==> src/rtl/execute_pkg.sv <==
// Shared definitions for the RV32I execute stage.
//   XLEN         datapath width (only 32 is supported)
//   ALU_*        4-bit ALU operation codes driven by decode
//   BR_*         2-bit conditional branch condition selects
package execute_pkg;

  localparam int unsigned XLEN = 32;

  localparam logic [3:0] ALU_ADD   = 4'd0;
  localparam logic [3:0] ALU_SUB   = 4'd1;
  localparam logic [3:0] ALU_SLL   = 4'd2;
  localparam logic [3:0] ALU_SLT   = 4'd3;
  localparam logic [3:0] ALU_SLTU  = 4'd4;
  localparam logic [3:0] ALU_XOR   = 4'd5;
  localparam logic [3:0] ALU_SRL   = 4'd6;
  localparam logic [3:0] ALU_SRA   = 4'd7;
  localparam logic [3:0] ALU_OR    = 4'd8;
  localparam logic [3:0] ALU_AND   = 4'd9;
  localparam logic [3:0] ALU_PASSB = 4'd10;

  localparam logic [1:0] BR_EQ = 2'b00;
  localparam logic [1:0] BR_NE = 2'b01;
  localparam logic [1:0] BR_LT = 2'b10;
  localparam logic [1:0] BR_GE = 2'b11;

endpackage

==> src/rtl/alu_core.sv <==
// Purely combinational 32-bit integer ALU.
//   i_a      operand A
//   i_b      operand B (shifts use only i_b[4:0])
//   i_sel    operation code (ALU_* from execute_pkg); 11-15 give 0
//   o_result result, modulo 2^XLEN
module alu_core
  import execute_pkg::*;
(
  input  logic [XLEN-1:0] i_a,
  input  logic [XLEN-1:0] i_b,
  input  logic [3:0]      i_sel,
  output logic [XLEN-1:0] o_result
);

  logic [4:0] w_shamt;
  logic       w_lt_s;
  logic       w_lt_u;

  assign w_shamt = i_b[4:0];
  assign w_lt_s  = $signed(i_a) < $signed(i_b);
  assign w_lt_u  = i_a < i_b;

  always_comb begin
    o_result = '0;
    case (i_sel)
      ALU_ADD:   o_result = i_a + i_b;
      ALU_SUB:   o_result = i_a - i_b;
      ALU_SLL:   o_result = i_a << w_shamt;
      ALU_SLT:   o_result = {{(XLEN-1){1'b0}}, w_lt_s};
      ALU_SLTU:  o_result = {{(XLEN-1){1'b0}}, w_lt_u};
      ALU_XOR:   o_result = i_a ^ i_b;
      ALU_SRL:   o_result = i_a >> w_shamt;
      ALU_SRA:   o_result = $unsigned($signed(i_a) >>> w_shamt);
      ALU_OR:    o_result = i_a | i_b;
      ALU_AND:   o_result = i_a & i_b;
      ALU_PASSB: o_result = i_b;
      default:   o_result = '0;
    endcase
  end

endmodule

==> src/rtl/execute_unit.sv <==
// RV32I execute stage: ALU, branch comparator, branch-taken decision and
// the E->M pipeline register.
//   clock, reset     rising-edge clock, async active-high reset
//   advance          1 = pipeline register loads, 0 = hold (stall)
//   in_a, in_b       ALU operands; alu_sel selects the operation
//   cmp_a, cmp_b     branch comparator operands; unsign selects BLTU/BGEU
//   brn_enable       instruction is a conditional branch
//   brn_signal       condition select (BR_EQ/BR_NE/BR_LT/BR_GE)
//   alu_out, br_eq, br_lt, br_tk   combinational results (same-cycle redirect)
//   alu_out_q, br_tk_q             registered copies for memory/writeback
module execute_unit #(
  parameter int unsigned XLEN = 32  // only 32 is supported
) (
  input  logic            clock,
  input  logic            reset,
  input  logic            advance,
  input  logic [XLEN-1:0] in_a,
  input  logic [XLEN-1:0] in_b,
  input  logic [3:0]      alu_sel,
  input  logic [XLEN-1:0] cmp_a,
  input  logic [XLEN-1:0] cmp_b,
  input  logic            unsign,
  input  logic            brn_enable,
  input  logic [1:0]      brn_signal,
  output logic [XLEN-1:0] alu_out,
  output logic            br_eq,
  output logic            br_lt,
  output logic            br_tk,
  output logic [XLEN-1:0] alu_out_q,
  output logic            br_tk_q
);

  import execute_pkg::*;

  logic [XLEN-1:0] r_alu_out;
  logic            r_br_tk;

  alu_core u_alu_core (
    .i_a      (in_a),
    .i_b      (in_b),
    .i_sel    (alu_sel),
    .o_result (alu_out)
  );

  assign br_eq = (cmp_a == cmp_b);
  assign br_lt = unsign ? (cmp_a < cmp_b) : ($signed(cmp_a) < $signed(cmp_b));

  always_comb begin
    br_tk = 1'b0;
    if (brn_enable) begin
      case (brn_signal)
        BR_EQ:   br_tk = br_eq;
        BR_NE:   br_tk = ~br_eq;
        BR_LT:   br_tk = br_lt;
        BR_GE:   br_tk = ~br_lt;
        default: br_tk = 1'b0;
      endcase
    end
  end

  always_ff @(posedge clock or posedge reset) begin
    if (reset) begin
      r_alu_out <= '0;
      r_br_tk   <= 1'b0;
    end else if (advance) begin
      r_alu_out <= alu_out;
      r_br_tk   <= br_tk;
    end
  end

  assign alu_out_q = r_alu_out;
  assign br_tk_q   = r_br_tk;

endmodule

==> config.mk <==
export PLATFORM = sky130hd
export DESIGN_NAME = execute_unit
export DESIGN_NICKNAME = d
export VERILOG_FILES = /design/src/rtl/execute_pkg.sv /design/src/rtl/alu_core.sv /design/src/rtl/execute_unit.sv
export SDC_FILE = /design/constraint.sdc
export NUM_CORES = 1
export LEC_CHECK = 0
export CORE_AREA = 2 2 146 148
export CTS_BUF_LIST = sky130_fd_sc_hd__clkbuf_8
export DETAILED_ROUTE_END_ITERATION = 16
export DIE_AREA = 0 0 148 150
export PLACE_DENSITY = 0.83
export REMOVE_ABC_BUFFERS = 1
export SYNTH_ARGS = -nofsm -noshare
export SYNTH_HDL_FRONTEND = slang
export SYNTH_SLANG_ARGS = --single-unit
==> constraint.sdc <==
create_clock -name clock -period 7.85 [get_ports clock]
set_input_delay 1.57 -clock clock [delete_from_list [all_inputs] [get_ports clock]]
set_output_delay 1.57 -clock clock [all_outputs]
set_load 0.02 [all_outputs]
==> qor.csv <==
metric,value,unit
insertion_delay,0.33,ns
grt_usage,47.9,%
wl,54.5,mm
path_delay_family,simple AND/OR/NAND/NOR gates,
worstPathArrival,6.01,ns
ios,207,
regArea,826,µm²
finalNetCount,2014,
p_per_area,107,nW/µm²
maxCapViolCount,0,
ys_seq_elements,33,
rows,53,
tns,0,ns
startpoint_type,primary input,
cp_num_buf_inv,3,
cts_buffers,5,
dr.pass1.iters,6,
clock_path_buffers,2,
via_count,14600,
final_layout_size_suffix_gt1_share,10.5,%
irDropWorstVdd,0.0000981,V
synth_area_leaders,"ha_1 (14%), dfrtp_1 (7.3%), mux2i_1 (6.0%), nand2_1 (5.2%), a21oi_1 (5.1%)",
dp_hpwl,42.5,mm
antenna_left,0,
cts_hold_buffers,0,
ys_seq_area_share,7.28,%
hold_class,reg -> reg,
synth_top_cell_area_share,14.2,%
r2r_end,alu_out_q[31]$_DFFE_PP0P_,
period_share,96.6,%
synth.avg_cell_area,7.18,µm²
setup_violations,0,
synth_largest_area_cell,ha_1,
wl_per_cell,27.0,µm
drv_slew,0,
drc,0,
portBuffers,206,
worst_ep_required_time,6.28,ns
outcome,completed,
clkTransAtPathRegs,0.10,ns
crit_chain,clkdlybuf4s50_1 > inv_1 > ha_1 > nand2_1 > nor4_2 > or4b_4 > a211oi_2 > or2_1 > o22ai_1 > o21ai_0 > nand4_1 > clkdlybuf4s50_1,
numClockSinks,33,
syn_inst,1579,
antenna_found_initial,0,
finClkSkew,0,ns
ys_async_sr_fraction,100,%
yosysWarningCount,0,
worstMarginPinSlew,0.903,ns
maxSlewHeadroom,39.8,%
endpoint_kind,output pin,
cts_setup_buffers,0,
synth_cell_type_count,94,
p_total,1.49,mW
overflow,0,
multi_input_area,9530,µm²
r2r_start,alu_out_q[31]$_DFFE_PP0P_,
rr_worst_depth,2,
r2r_slack,7.00,ns
cp_max_fo,16,
path_class,in -> out,
slowest_stage,ha_1,
max_freq,0.132,GHz
finalCriticalPeriod,7.58,ns
grt_pass1_wl,81.3,mm
die-area,22200,µm²
cts_tree,yes,
die_h,150,µm
leakagePower,6.07,nW
grt_pass1_vias,13600,
rsz0062_at_grt,false,
max_stage_delay,0.67,ns
synthesis.area,11300,µm²
grt_max_degree,70,
gp_congestion,1.10,
cp_common_cell,clkdlybuf4s50_1,
synth_ff_type,dfrtp_1,
yosysMostFrequentCell,nand2_1,
coreArea,20700,µm²
vias_per_cell,7.22,
hold_violations,0,
die_width,148,µm
crit_end,alu_out[23],
htreeDepth,2,
synth-edff-count,0,
crit_start,in_a[13],
yosys-top-cells-count,"nand2_1 (157), nor2_1 (136), inv_1 (130), ha_1 (129), a21oi_1 (115)",
path_depth,12,
fill_cells,1827,
start_util,54.8,%
root_buffer,clkbuf_8,
cts_resized,0,
area_growth_syn_to_layout,22.1,%
first_iter_violations,2527,
## worst min path at each step
| stage | startpoint | end | cells after the start |
|---|---|---|---|
| final | alu_out_q[27]$_DFFE_PP0P_ | alu_out_q[27]$_DFFE_PP0P_ | 1 |
| after global routing | alu_out_q[3]$_DFFE_PP0P_ | alu_out_q[3]$_DFFE_PP0P_ | 1 |
| after CTS | alu_out_q[22]$_DFFE_PP0P_ | alu_out_q[22]$_DFFE_PP0P_ | 1 |
| after detailed placement | alu_out_q[27]$_DFFE_PP0P_ | alu_out_q[27]$_DFFE_PP0P_ | 1 |
| after global placement | alu_out_q[20]$_DFFE_PP0P_ | alu_out_q[20]$_DFFE_PP0P_ | 1 |
| after floorplan | alu_out_q[20]$_DFFE_PP0P_ | alu_out_q[20]$_DFFE_PP0P_ | 1 |
## per-layer routing
layer,share of wire [%],GRT usage (%)
met1,36,60.8
met3,15,12.8
met2,43,74.5
met5,0,0
met4,5.9,24.8
## cells in the final DEF, fill, tap and decap left out, drive strengths merged, types with 20 or more instances in the layout
cell	synthesis	final
a221o	21	21
dfrtp	33	33
buf	38	71
a211oi	31	31
a21oi	115	115
nand2	157	157
mux4	20	20
nor2	136	136
a221oi	20	20
a31oi	20	20
o211ai	29	29
a21o	27	27
nor3	29	29
nand3	26	26
o21ai	98	98
clkdlybuf4s50	0	201
mux2i	70	70
ha	129	129
inv	132	131
mux2	54	54
## registers in the layout, indices dropped and copies added (netlist names)
signal     count
br_tk_q        1
alu_out_q     32
## cell type report
type | count | area share (%)
clock inverters | 1 | 0.0361
well taps | 275 | 2.49
clock buffers | 7 | 0.696
flip-flops and latches | 33 | 5.96
repair buffers | 272 | 18.3
inverters | 134 | 3.63
multi-input cells | 1298 | 68.9
diodes | 1 | 0.0181
## per-stage QoR
step                      worst slack, ns  area, µm²  utilization (%)  hold slack, ns  std cells
after floorplan                      1.04      10800                -           0.608       1465
after global placement              0.565      13700             66.4           0.487       2012
after detailed placement            0.518      13700             66.4           0.495       2012
after CTS                           0.502      13800             66.9           0.516       2020
after global routing                0.205      13800             66.9           0.533       2020
final                               0.266      13800             66.9           0.511       2021
## power breakdown
part / switching (mW) / total [mW] / leakage, nW / internal (mW)
Combinational: 0.649 / 1.09 / 5.62 / 0.441
Sequential: 0.0162 / 0.217 / 0.401 / 0.201
Clock: 0.100 / 0.180 / 0.0542 / 0.0800
## kinds of logic after synthesis
logic type	share of synthesized area [%]
buf+inv	8.82
xor+xnor	0.695
fa+ha+maj	14.6
compound gates	34.5
simple gates	18.5
flops	7.28
mux	15.6
Power figures use the tool's default switching activity.
